===== config.mk =====
export PLATFORM = sky130hd
export DESIGN_NAME = adma_dm_dst_axis
export DESIGN_NICKNAME = d
export VERILOG_FILES = /design/src/rtl/adma_dm_dst_pkg.sv /design/src/rtl/adma_dm_dst_info_fifo.sv /design/src/rtl/adma_dm_dst_axis.sv
export SDC_FILE = /design/constraint.sdc
export NUM_CORES = 1
export LEC_CHECK = 0
export ABC_AREA = 1
export CAP_MARGIN = 15
export CORE_AREA = 2 2 251 253
export CTS_BUF_LIST = sky130_fd_sc_hd__clkbuf_8 sky130_fd_sc_hd__clkbuf_16
export DETAILED_ROUTE_END_ITERATION = 16
export DIE_AREA = 0 0 253 255
export HOLD_SLACK_MARGIN = 0.15
export SLEW_MARGIN = 20
export SYNTH_ARGS = -nofsm -noshare
export SYNTH_HDL_FRONTEND = slang
export SYNTH_SLANG_ARGS = --single-unit

===== constraint.sdc =====
create_clock -name aclk -period 30.1 [get_ports aclk]
set_clock_uncertainty 0.05 [all_clocks]
set_input_delay 3.01 -clock aclk [delete_from_list [all_inputs] [get_ports aclk]]
set_output_delay 3.01 -clock aclk [all_outputs]
set_load 0.02 [all_outputs]

===== src/rtl/adma_dm_dst_pkg.sv =====
// adma_dm_dst_pkg
// Shared types for the AXI-Stream destination data mover:
//   - field widths of a transfer descriptor (ID / TID, beats-1 length, TDEST)
//   - FSM state encoding
//   - descriptor struct stored in the outstanding-descriptor queue
//   - last-beat helper used by the stream FSM
package adma_dm_dst_pkg;

  localparam int MST_ID_W    = 5;
  localparam int ATX_LEN_W   = 8;
  localparam int DST_TDEST_W = 2;

  typedef enum logic [1:0] {
    IDLE   = 2'd0,
    STREAM = 2'd1,
    DRAIN  = 2'd2,
    RESP   = 2'd3
  } dst_state_e;

  typedef struct packed {
    logic [MST_ID_W-1:0]    id;
    logic [ATX_LEN_W-1:0]   len;
    logic [DST_TDEST_W-1:0] tdest;
  } dst_desc_t;

  // Length is encoded as beats-1, so the beat whose index equals len is the last.
  function automatic logic desc_last_beat(input logic [ATX_LEN_W-1:0] cnt,
                                          input logic [ATX_LEN_W-1:0] len);
    return (cnt == len);
  endfunction

endpackage


===== src/rtl/adma_dm_dst_info_fifo.sv =====
// adma_dm_dst_info_fifo
// Synchronous FIFO of descriptor structs with first-word fall-through read.
// Ports:
//   clk, rst        clock, asynchronous active-high reset
//   push, push_data write request and descriptor (ignored when full)
//   pop             read request (ignored when empty)
//   pop_data        head of the queue, valid while !empty
//   full, empty     occupancy flags
// DEPTH must be a power of 2 and at least 2; pointers carry one extra wrap bit.
module adma_dm_dst_info_fifo
  import adma_dm_dst_pkg::*;
#(
  parameter int DEPTH = 4
) (
  input  logic      clk,
  input  logic      rst,
  input  logic      push,
  input  dst_desc_t push_data,
  input  logic      pop,
  output dst_desc_t pop_data,
  output logic      full,
  output logic      empty
);

  localparam int AW = $clog2(DEPTH);

  logic [AW:0] wr_ptr_q, wr_ptr_d;
  logic [AW:0] rd_ptr_q, rd_ptr_d;
  dst_desc_t   mem_q [DEPTH];
  logic        push_en_s;
  logic        pop_en_s;

  assign empty     = (wr_ptr_q == rd_ptr_q);
  assign full      = (wr_ptr_q[AW] != rd_ptr_q[AW]) &&
                     (wr_ptr_q[AW-1:0] == rd_ptr_q[AW-1:0]);
  assign push_en_s = push && !full;
  assign pop_en_s  = pop && !empty;
  assign pop_data  = mem_q[rd_ptr_q[AW-1:0]];

  // Pointer advance for accepted push / pop requests.
  always_comb begin
    wr_ptr_d = wr_ptr_q;
    rd_ptr_d = rd_ptr_q;
    if (push_en_s) begin
      wr_ptr_d = wr_ptr_q + (AW+1)'(1);
    end else begin
      wr_ptr_d = wr_ptr_q;
    end
    if (pop_en_s) begin
      rd_ptr_d = rd_ptr_q + (AW+1)'(1);
    end else begin
      rd_ptr_d = rd_ptr_q;
    end
  end

  // Pointer and storage registers.
  always_ff @(posedge clk or posedge rst) begin
    if (rst) begin
      wr_ptr_q <= '0;
      rd_ptr_q <= '0;
      for (int i = 0; i < DEPTH; i++) begin
        mem_q[i] <= '0;
      end
    end else begin
      wr_ptr_q <= wr_ptr_d;
      rd_ptr_q <= rd_ptr_d;
      if (push_en_s) begin
        mem_q[wr_ptr_q[AW-1:0]] <= push_data;
      end
    end
  end

endmodule


===== src/rtl/adma_dm_dst_axis.sv =====
// adma_dm_dst_axis
// Transmit end of the DMA stream path: turns queued descriptors plus their
// write-data beats into AXI-Stream packets (one per descriptor, TLAST on the
// final beat) and returns one completion ID per packet once its last beat has
// been accepted downstream.
// Ports:
//   aclk, areset                       clock, asynchronous active-high reset
//   atx_awid/awlen/tdest, vld, rdy     descriptor handshake (rdy = queue not full)
//   atx_wdata/wstrb, wdata_vld/rdy     data beat handshake
//   atx_done_id, done_vld, done_rdy    completion handshake
//   m_t*                               AXI-Stream master, single output register
// Build option: ADMA_DM_DST_TKEEP_EN drives TKEEP from the beat strobes
// (null bytes removed); otherwise TKEEP is all ones. TSTRB is always the strobes.
module adma_dm_dst_axis
  import adma_dm_dst_pkg::*;
#(
  parameter int DMA_CHN_NUM      = 4,
  parameter int ATX_DST_DATA_W   = 256,
  parameter int ATX_DST_BYTE_AMT = ATX_DST_DATA_W / 8,
  parameter int ATX_NUM_OSTD     = DMA_CHN_NUM
) (
  input  logic                        aclk,
  input  logic                        areset,
  input  logic [MST_ID_W-1:0]         atx_awid,
  input  logic [ATX_LEN_W-1:0]        atx_awlen,
  input  logic [DST_TDEST_W-1:0]      atx_tdest,
  input  logic                        atx_vld,
  output logic                        atx_rdy,
  input  logic [ATX_DST_DATA_W-1:0]   atx_wdata,
  input  logic [ATX_DST_BYTE_AMT-1:0] atx_wstrb,
  input  logic                        atx_wdata_vld,
  output logic                        atx_wdata_rdy,
  output logic [MST_ID_W-1:0]         atx_done_id,
  output logic                        atx_done_vld,
  input  logic                        atx_done_rdy,
  output logic [MST_ID_W-1:0]         m_tid_o,
  output logic [DST_TDEST_W-1:0]      m_tdest_o,
  output logic [ATX_DST_DATA_W-1:0]   m_tdata_o,
  output logic [ATX_DST_BYTE_AMT-1:0] m_tkeep_o,
  output logic [ATX_DST_BYTE_AMT-1:0] m_tstrb_o,
  output logic                        m_tlast_o,
  output logic                        m_tvalid_o,
  input  logic                        m_tready_i
);

  dst_state_e                  state_q, state_d;
  logic [ATX_LEN_W-1:0]        cnt_q, cnt_d;
  dst_desc_t                   cur_q, cur_d;
  logic                        m_tvalid_q, m_tvalid_d;
  logic                        m_tlast_q, m_tlast_d;
  logic [ATX_DST_DATA_W-1:0]   m_tdata_q, m_tdata_d;
  logic [ATX_DST_BYTE_AMT-1:0] m_tstrb_q, m_tstrb_d;
  logic [ATX_DST_BYTE_AMT-1:0] m_tkeep_q, m_tkeep_d;
  logic [MST_ID_W-1:0]         m_tid_q, m_tid_d;
  logic [DST_TDEST_W-1:0]      m_tdest_q, m_tdest_d;
  logic                        done_vld_q, done_vld_d;
  logic [MST_ID_W-1:0]         done_id_q, done_id_d;

  logic                        fifo_full_s;
  logic                        fifo_empty_s;
  logic                        fifo_pop_s;
  dst_desc_t                   fifo_head_s;
  dst_desc_t                   fifo_in_s;
  logic                        load_en_s;
  logic                        data_hs_s;
  logic [ATX_DST_BYTE_AMT-1:0] beat_keep_s;

  assign fifo_in_s = '{id: atx_awid, len: atx_awlen, tdest: atx_tdest};

  adma_dm_dst_info_fifo #(
    .DEPTH (ATX_NUM_OSTD)
  ) u_info_fifo (
    .clk       (aclk),
    .rst       (areset),
    .push      (atx_vld),
    .push_data (fifo_in_s),
    .pop       (fifo_pop_s),
    .pop_data  (fifo_head_s),
    .full      (fifo_full_s),
    .empty     (fifo_empty_s)
  );

`ifdef ADMA_DM_DST_TKEEP_EN
  assign beat_keep_s = atx_wstrb;
`else
  assign beat_keep_s = {ATX_DST_BYTE_AMT{1'b1}};
`endif

  // The output register may take a new beat when empty or being drained this cycle.
  assign load_en_s     = !m_tvalid_q || m_tready_i;
  assign atx_wdata_rdy = (state_q == STREAM) && load_en_s;
  assign data_hs_s     = atx_wdata_rdy && atx_wdata_vld;
  assign atx_rdy       = !fifo_full_s;

  // Next-state logic for the packet FSM, output register and completion.
  always_comb begin
    state_d    = state_q;
    cnt_d      = cnt_q;
    cur_d      = cur_q;
    m_tvalid_d = m_tvalid_q;
    m_tlast_d  = m_tlast_q;
    m_tdata_d  = m_tdata_q;
    m_tstrb_d  = m_tstrb_q;
    m_tkeep_d  = m_tkeep_q;
    m_tid_d    = m_tid_q;
    m_tdest_d  = m_tdest_q;
    done_vld_d = done_vld_q;
    done_id_d  = done_id_q;
    fifo_pop_s = 1'b0;

    if (load_en_s) begin
      m_tvalid_d = data_hs_s;
      if (data_hs_s) begin
        m_tdata_d = atx_wdata;
        m_tstrb_d = atx_wstrb;
        m_tkeep_d = beat_keep_s;
        m_tid_d   = cur_q.id;
        m_tdest_d = cur_q.tdest;
        m_tlast_d = desc_last_beat(cnt_q, cur_q.len);
      end else begin
        m_tlast_d = m_tlast_q;
      end
    end else begin
      m_tvalid_d = m_tvalid_q;
    end

    case (state_q)
      IDLE: begin
        if (!fifo_empty_s) begin
          fifo_pop_s = 1'b1;
          cur_d      = fifo_head_s;
          cnt_d      = '0;
          state_d    = STREAM;
        end else begin
          state_d = IDLE;
        end
      end
      STREAM: begin
        if (data_hs_s) begin
          // Counter stops at len, so a maximum-length packet never wraps.
          if (desc_last_beat(cnt_q, cur_q.len)) begin
            state_d = DRAIN;
          end else begin
            cnt_d = cnt_q + ATX_LEN_W'(1);
          end
        end else begin
          state_d = STREAM;
        end
      end
      DRAIN: begin
        if (m_tvalid_q && m_tready_i && m_tlast_q) begin
          done_vld_d = 1'b1;
          done_id_d  = cur_q.id;
          state_d    = RESP;
        end else begin
          state_d = DRAIN;
        end
      end
      RESP: begin
        if (atx_done_rdy) begin
          done_vld_d = 1'b0;
          state_d    = IDLE;
        end else begin
          state_d = RESP;
        end
      end
      default: begin
        state_d = IDLE;
      end
    endcase
  end

  // State, counter, current descriptor, stream and completion registers.
  always_ff @(posedge aclk or posedge areset) begin
    if (areset) begin
      state_q    <= IDLE;
      cnt_q      <= '0;
      cur_q      <= '0;
      m_tvalid_q <= 1'b0;
      m_tlast_q  <= 1'b0;
      m_tdata_q  <= '0;
      m_tstrb_q  <= '0;
      m_tkeep_q  <= '0;
      m_tid_q    <= '0;
      m_tdest_q  <= '0;
      done_vld_q <= 1'b0;
      done_id_q  <= '0;
    end else begin
      state_q    <= state_d;
      cnt_q      <= cnt_d;
      cur_q      <= cur_d;
      m_tvalid_q <= m_tvalid_d;
      m_tlast_q  <= m_tlast_d;
      m_tdata_q  <= m_tdata_d;
      m_tstrb_q  <= m_tstrb_d;
      m_tkeep_q  <= m_tkeep_d;
      m_tid_q    <= m_tid_d;
      m_tdest_q  <= m_tdest_d;
      done_vld_q <= done_vld_d;
      done_id_q  <= done_id_d;
    end
  end

  assign m_tvalid_o   = m_tvalid_q;
  assign m_tlast_o    = m_tlast_q;
  assign m_tdata_o    = m_tdata_q;
  assign m_tstrb_o    = m_tstrb_q;
  assign m_tkeep_o    = m_tkeep_q;
  assign m_tid_o      = m_tid_q;
  assign m_tdest_o    = m_tdest_q;
  assign atx_done_vld = done_vld_q;
  assign atx_done_id  = done_id_q;

endmodule


# Word level (Yosys, flattened, before mapping)
# Index checks and enable logic that the tools add are counted.
# word_totals
in_bits,309
register_bits,395
output_inout_bits,337
# classes
n_reduce_logical,20
eq_ne,13
order_cmp,3
addsub,3
mux,21
n_bitwise,3
# ops
operator,n
bitwise mux 60 bit,1
two-way mux 15 bit,3
binary-select mux 15 bit (select 2 bit),1
demux 15 bit (select 2 bit),1
two-way mux 8 bit,3
one-hot mux 8 bit (2 select lines),1
!= test 2 bit (second input constant),5
adder 8 x 1 -> 8 bit (second input constant),1
== test 8 bit,1
logical AND 1 bit,8
one-hot mux 2 bit (4 select lines),1
adder 3 x 1 -> 3 bit (second input constant),2
greater-or-equal comparator 3 bit (second input constant),2
two-way mux 1 bit,6
two-way mux 2 bit,3
NOT 2 -> 3 bit,2
AND reduction 2 bit,3
== test 2 bit (second input constant),2
AND reduction 4 bit,1
nonzero test 2 bit,2
== test 3 bit,1
zero test 1 bit,3
< comparator 3 x 1 -> 1 bit (second input constant),1
!= test 3 x 2 -> 1 bit (second input constant),1
8 further kinds,8

# Depth between registers and ports, before layout
# Gate-level depths: netlist (run 1).
# depth
depth_word,6
ltp_mapped,9
mapped_depth_nobuf,9

# By module
# A second synthesis (run 1) with hierarchy kept.
# unflattened
hier_cells,1875
hier_area_um2,16365.7
# modules_own_cells
module,seq_area_each_um2,instances,cells_per_inst,area_per_inst_um2
adma_dm_dst_axis,8232.9,1,1471,12964.9
adma_dm_dst_info_fifo,1651.6,1,404,3400.8

# Worst setup path after synthesis (run 1)
# OpenSTA, ideal clock, no wires.
# synth_path
kind,input port to output port
startpoint,input port m_tready_i
endpoint,output port atx_wdata_rdy
setup_slack_ps,23700
t_arrival_ps,3340
cell_stages,2
required_ps,27040
cell_sequence,inv_1 a21oi_2
# synth_via
elab_chain_len,2
# synth_rtl
element,line,rtl
start: declaration,adma_dm_dst_axis.sv:43,input logic m_tready_i
logical OR 1 bit,adma_dm_dst_axis.sv:90,assign load_en_s = !m_tvalid_q || m_tready_i;
logical AND 1 bit,adma_dm_dst_axis.sv:91,assign atx_wdata_rdy = (state_q == STREAM) && load_en_s;
end: declaration,adma_dm_dst_axis.sv:32,"output logic atx_wdata_rdy,"
# No other way between the ends.

# Worst setup path in the final report (run 1)
# Ends and elaborated chain as after synthesis.

==> flow_metrics.py, run 1 <==
metrics = {
    "outcome": {
        "status": "finished clean",
    },
    "setup_path": {
        "cp-start-kind": "input pin",
        "cp_slowest_cell": "clkdlybuf4s50_1",
        "reg2reg_depth": 8,
        "crit_fanout": 3,
        "crit_required_ns": 27.04,
        "path_class": "in -> out",
        "regToRegSetupSlack_ns": 26.58,
        "worstPathArrival_ns": 4.55,
        "critPathMaxStageDelay_ns": 0.68,
        "cp_top_family": "buffers and inverters",
        "r2r_start": "state_q[1]",
        "cp_num_buf_inv": 3,
        "crit_top_cell": "clkdlybuf4s50_1",
        "critPathLaunch": "m_tready_i",
        "end_kind": "primary output",
        "r2r_end": "cnt_q[7]",
        "cp_cell_sequence": "clkdlybuf4s50_1 -> inv_1 -> a21oi_2 -> clkdlybuf4s50_1",
    },
    "power": {
        "clkPwrFrac": 0.208,
        "p_per_area_nw_per_um2": 112.2,
        "p_leak_nw": 11.78,
        "intPower_mw": 1.644,
        "pwr-share-seq": 0.338,
        "ir_drop_v": 0.00005057,
        "p_comb_frac": 0.454,
        "switching_share": 0.3969,
        "power.switching_mw": 1.082,
    },
    "timing": {
        "timing_hold_violations_final": 0,
        "setup_slack_ns": 22.49,
        "finalCritPeriodShare": 0.2529,
        "fmax_mhz": 131.4,
        "finalSetupViolCount": 0,
        "fin_setup_tns_ns": 0,
        "layout_min_cycle_time_ns": 7.612,
        "worst_pin_slew_ns": 1.123,
        "slew_violations": 0,
        "grt_setup_unrepaired": "no",
        "slew_headroom": 0.2511,
    },
    "finish": {
        "final_cell_mix": "nand2_1, clkdlybuf4s50_1, dfrtp_1",
        "nNetsFinal": 2705,
        "layout_commonest_cell": "nand2_1",
        "fin_util": 0.3910,
        "syn_to_final_growth_pct": 52.92,
        "drive_gt1_frac": 0.04368,
    },
    "floorplan": {
        "initial_core_util": 0.2557,
        "ios": 646,
        "die-area_um2": 64520,
        "die_w_um": 253,
        "die_y_um": 255,
        "core-area_um2": 62160,
        "num_rows": 92,
    },
    "run": {
        "drv_cap": 0,
    },
    "grt": {
        "grt_max_degree": 181,
        "grt_pass1_vias": 13570,
        "antenna_found_initial": 7,
        "track_usage": 0.1584,
        "globalRouteOverflowTotal": 0,
        "grt_pass1_wl_mm": 80.05,
    },
    "clock_tree": {
        "cts_resized": 0,
        "clockBufferDepth": 3,
        "clkLatencyLatePin_ns": 0.57,
        "cts_tree": "done",
        "h-tree-depth": 2,
        "clk_pin_slew_ns": 0.06,
        "cts_buffers": 46,
        "cts_setup_buffers": 0,
        "postCtsHoldBufs": 0,
        "cts.sinks": 395,
        "cts_root_buffer": "clkbuf_16",
    },
    "logic_synthesis": {
        "syn_nets": 2123,
        "ys_seq_elements": 395,
        "synthDistinctLibCells": 27,
        "syn_inst": 1808,
        "ys_warn_count": 0,
        "synth.area.top_cells": "dfrtp_1, nand2_1, buf_4, o21ai_0, o21ai_1",
        "yosys.area.top_type": "dfrtp_1",
        "synth_top_area_share": 0.6219,
        "syn_area_um2": 15890,
        "syn_area_per_cell_um2": 8.790,
        "seq_area_frac_synth": 0.6219,
    },
    "drt": {
        "vias": 13810,
        "drc": 0,
        "antenna_left": 0,
        "detail_route.first_pass.iterations": 5,
        "drt_iter0_drc": 823,
        "wl_per_cell_um": 16.77,
        "vias_per_cell": 4.280,
        "drt_wl_total_mm": 54.11,
    },
    "worst_hold_path": {
        "min_to": "m_tdata_o[173]",
        "min_path_cells": 2,
        "worstHoldStart": "m_tdata_o[173]",
        "hp-class": "reg -> reg",
    },
    "place": {
        "hpwl_mm": 38.09,
        "place_congestion": 0.8342,
        "pre_cts_ws_ns": 22.47,
        "numPortBuffers": 645,
    },
}
[cells by family (layout without fill, tap and decap cells)]
family / Yosys count / after routing / share of synthesized area
adders and majority gates: 6 / 6 / 0.004724
buffers and inverters: 164 / 783 / 0.05802
AOI/OAI and AO/OA: 136 / 136 / 0.04354
DFF: 395 / 395 / 0.6219
other: 0 / 1 / 0
xor gates and xnor gates: 14 / 14 / 0.008660
and+or+nand+nor: 1093 / 1093 / 0.2631
[worst max-delay path by stage]
stage,to,slack [ns],depth (start not counted)
2_1_floorplan,atx_done_id[0],16.06,1
3_3_place_gp,atx_wdata_rdy,22.48,4
3_5_place_dp,atx_wdata_rdy,22.47,4
4_1_cts,atx_wdata_rdy,22.47,4
5_1_grt,atx_wdata_rdy,22.44,4
6_report,atx_wdata_rdy,22.49,4
[per-layer routing]
| layer | GRT usage | wire, um | vias to the layer above |
|---|---|---|---|
| met3 | 0.05583 | 4734 | 93 |
| met2 | 0.2571 | 25570 | 445 |
| met5 | 0 | 76 | - |
| met1 | 0.1989 | 22330 | 6570 |
| met4 | 0.04632 | 1399 | 12 |
| li1 | - | - | 6690 |
[cells in the mapped netlist, drive strengths merged]
cell    count
a21oi      15
o21ai     118
clkbuf     17
o31ai       1
dfrtp     395
o21a        2
ha          6
buf       106
nand3b      3
nand2    1002
nor3        2
nand3      20
nand4       4
inv        41
nor2       61
or2         1
xor2        5
xnor2       9
[flip-flops by register name, indices dropped and copies added (netlist names), 3 cells and up]
name                  cells
u_info_fifo.wr_ptr_q      3
atx_done_id               5
m_tstrb_o                32
cnt_q                     8
m_tid_o                   5
u_info_fifo.rd_ptr_q      3
cur_q                    15
u_info_fifo.mem_q        60
m_tdata_o               256
[tightest hold or removal path, cell delays in order, from the launching register on]
cell and delay, ns:
dfrtp_1 0.34, nand2_1 0.05, nand2_1 0.05
[power groups by stage]
stage	Clock, mW	Combinational, mW	Sequential (mW)
CTS	0.585	1.26	0.921
global route	0.609	1.35	0.952
global placement	0	1.23	0.917
floorplan	0	0.438	1.14
finish	0.567	1.24	0.922
detailed placement	0	1.25	0.926
[through the flow]
step	area (um^2)	std cells	hold WS [ns]	total power, mW
finish	24300	3227	0.4248	2.727
global route	24300	3226	0.4436	2.909
CTS	24270	3225	0.4293	2.762
detailed placement	22720	3140	0.4137	2.177
global placement	22720	3140	0.4119	2.151
floorplan	15890	1808	0.3922	1.582
[area by class of cell]
type | instances | area, um^2
clock inverter | 28 | 214.0
antenna | 1 | 2.502
multi-input combinational | 1249 | 5105
clock buffer | 57 | 1336
timing repair buffer | 657 | 6591
sequential | 395 | 9886
inverter | 41 | 168.9
fill | 6178 | 37860
tap | 799 | 999.7
Note: power is estimated with default switching activity, not from simulation.
==> run 2: changes to the inputs <==
--- a/config.mk
+++ b/config.mk
@@ -7,10 +7,10 @@
 export LEC_CHECK = 0
 export ABC_AREA = 1
 export CAP_MARGIN = 15
-export CORE_AREA = 2 2 251 253
+export CORE_AREA = 2 2 252 254
 export CTS_BUF_LIST = sky130_fd_sc_hd__clkbuf_8 sky130_fd_sc_hd__clkbuf_16
 export DETAILED_ROUTE_END_ITERATION = 16
-export DIE_AREA = 0 0 253 255
+export DIE_AREA = 0 0 254 256
 export HOLD_SLACK_MARGIN = 0.15
 export SLEW_MARGIN = 20
 export SYNTH_ARGS = -nofsm -noshare
==> constraint.sdc (replaced) <==
create_clock -name aclk -period 6.8 [get_ports aclk]
set_clock_uncertainty 0.05 [all_clocks]
set_input_delay 0.68 -clock aclk [delete_from_list [all_inputs] [get_ports aclk]]
set_output_delay 0.68 -clock aclk [all_outputs]
set_load 0.02 [all_outputs]
==> run 2 against run 1 <==
Compared with the run above:
- via count about the same
- sequential power increased to 4.4 times the previous value
- sequential cell count unchanged
- final area decreased by 0.22%
- power increased to 4.4 times the previous value
- combinational power increased to 4.4 times the previous value
- register-to-register slack got worse by 24 ns
==> flow_metrics.py, run 2 (synthesized netlist as in run 1, its figures left out) <==
metrics = {
    "outcome": {
        "status": "finished clean",
    },
    "timing": {
        "finalCritPeriodShare": 0.5628,
        "finalSetupViolCount": 0,
        "timing_hold_violations_final": 0,
        "slew_headroom": 0.3060,
        "worst_pin_slew_ns": 1.041,
        "fin_setup_tns_ns": 0,
        "layout_min_cycle_time_ns": 3.827,
        "whs_ns": 0.4247,
        "fmax_mhz": 261.3,
        "slew_violations": 0,
        "grt_setup_unrepaired": "no",
    },
    "finish": {
        "nNetsFinal": 2704,
        "multi_input_area_um2": 5105,
        "syn_to_final_growth_pct": 52.58,
        "final_cell_mix": "nand2_1, clkdlybuf4s50_1, dfrtp_1",
        "drive_gt1_frac": 0.03805,
        "ff_latch_area_um2": 9886,
        "layout_commonest_cell": "nand2_1",
        "largest_reg_flops": 256,
        "n_fill_cell": 6221,
        "fin_area_um2": 24250,
    },
    "run": {
        "drv_cap": 0,
    },
    "setup_path": {
        "critPathLaunch": "state_q[1]",
        "cp_slowest_cell": "inv_8",
        "cp_num_buf_inv": 3,
        "cp_cell_sequence": "inv_1 -> nand2_1 -> a21oi_2 -> nand2_8 -> inv_8 -> buf_12 -> nand2_1 -> nand2_1",
        "end_kind": "flop",
        "critPathMaxStageDelay_ns": 0.94,
        "r2r_end": "m_tdata_o[185]",
        "worstSetupEndpoint": "m_tdata_o[185]",
        "crit_top_cell": "nand2_1",
        "cp_top_family": "buffers and inverters",
        "regToRegSetupSlack_ns": 2.97,
        "reg2reg_depth": 8,
        "cp-start-kind": "flop",
        "r2r_start": "state_q[1]",
        "crit_required_ns": 7.24,
        "path_class": "reg -> reg",
        "crit_fanout": 154,
        "worstPathArrival_ns": 4.27,
        "path_depth": 8,
    },
    "floorplan": {
        "initial_core_util": 0.2547,
        "die-area_um2": 65020,
        "num_rows": 92,
        "core-area_um2": 62390,
        "die_w_um": 254,
        "ios": 646,
        "die_y_um": 256,
    },
    "clock_tree": {
        "cts.sinks": 395,
        "clk_pin_slew_ns": 0.06,
        "clockBufferDepth": 3,
        "clkLatencyLatePin_ns": 0.56,
        "cts_root_buffer": "clkbuf_16",
        "h-tree-depth": 2,
        "postCtsHoldBufs": 0,
        "cts_resized": 0,
        "cts_tree": "done",
        "cts_buffers": 47,
        "cts_setup_buffers": 0,
    },
    "grt": {
        "antenna_found_initial": 8,
        "track_usage": 0.1611,
        "grt_pass1_wl_mm": 81.63,
        "grt_pass1_vias": 13570,
        "globalRouteOverflowTotal": 0,
        "grt_max_degree": 165,
    },
    "place": {
        "place_congestion": 0.8267,
        "numPortBuffers": 645,
        "place_area_um2": 22780,
        "hpwl_mm": 38.37,
    },
    "power": {
        "totalPowerFinal_mw": 11.97,
        "p_per_area_nw_per_um2": 493.5,
        "p_leak_nw": 11.72,
        "ir_drop_v": 0.0002544,
    },
    "drt": {
        "vias_per_cell": 4.229,
        "drc": 0,
        "drt_iter0_drc": 964,
        "antenna_left": 0,
        "drt_wl_total_mm": 54.44,
        "detail_route.first_pass.iterations": 5,
        "wl_per_cell_um": 16.66,
        "vias": 13820,
    },
    "worst_hold_path": {
        "hp-class": "reg -> reg",
    },
}
[run 2: cell types whose count changed in the layout (fill, tap and decap cells not counted), sizes merged]
cell      before  now
clkbuf        57   53
clkinvlp       2    3
clkinv        18   10
bufinv         3    2
diode          1    4
inv           46   51
buf           12   10
[run 2: worst reg2reg max path: cells and delay by family, from the launching register on]
family          cells  cell delay [ns]
flops               1             0.40
simple gates        4             1.24
compound gates      1             0.31
buf+inv             3             1.76
[run 2: final cells by class]
type	instances	area share
sequential	395	0.4077
inverter	41	0.006811
timing repair buffer	655	0.2709
tap	846	0.04365
antenna	4	0.0004128
multi-input combinational	1249	0.2105
clock buffer	53	0.05284
clock inverter	25	0.007224
[run 2: report_power, final]
group          internal [mW]  switching, mW
Combinational           2.32           3.15
Sequential              3.45          0.644
Clock                   1.41          0.988
[run 2: worst min-delay path by stage]
stage | from | endpoint | slack, ns | depth (start not counted)
final | m_tstrb_o[10] | m_tstrb_o[10] | 0.42 | 2
after global routing | m_tdata_o[40] | m_tdata_o[40] | 0.44 | 2
after CTS | m_tdata_o[248] | m_tdata_o[248] | 0.43 | 2
after detailed placement | m_tdata_o[248] | m_tdata_o[248] | 0.41 | 2
after global placement | m_tdata_o[18] | m_tdata_o[18] | 0.41 | 2
after floorplan | cur_q[1] | m_tdest_o[1] | 0.39 | 2
[run 2: layer usage]
metal | part of all wire | vias up | GRT usage
met3 | 0.085 | 106 | 0.05136
met1 | 0.41 | 6552 | 0.1970
met5 | 0.0016 | - | 0
met4 | 0.029 | 12 | 0.05082
met2 | 0.48 | 470 | 0.2687
li1 | - | 6680 | -
[run 2: per-stage QoR]
| step | worst slack [ns] | cells | util |
|---|---|---|---|
| after floorplan | 0.7542 | 1808 | - |
| after global placement | 2.672 | 3186 | 0.3651 |
| after detailed placement | 2.584 | 3186 | 0.3651 |
| after CTS | 2.964 | 3264 | 0.3884 |
| after global routing | 2.717 | 3265 | 0.3886 |
| final | 2.973 | 3268 | 0.3887 |
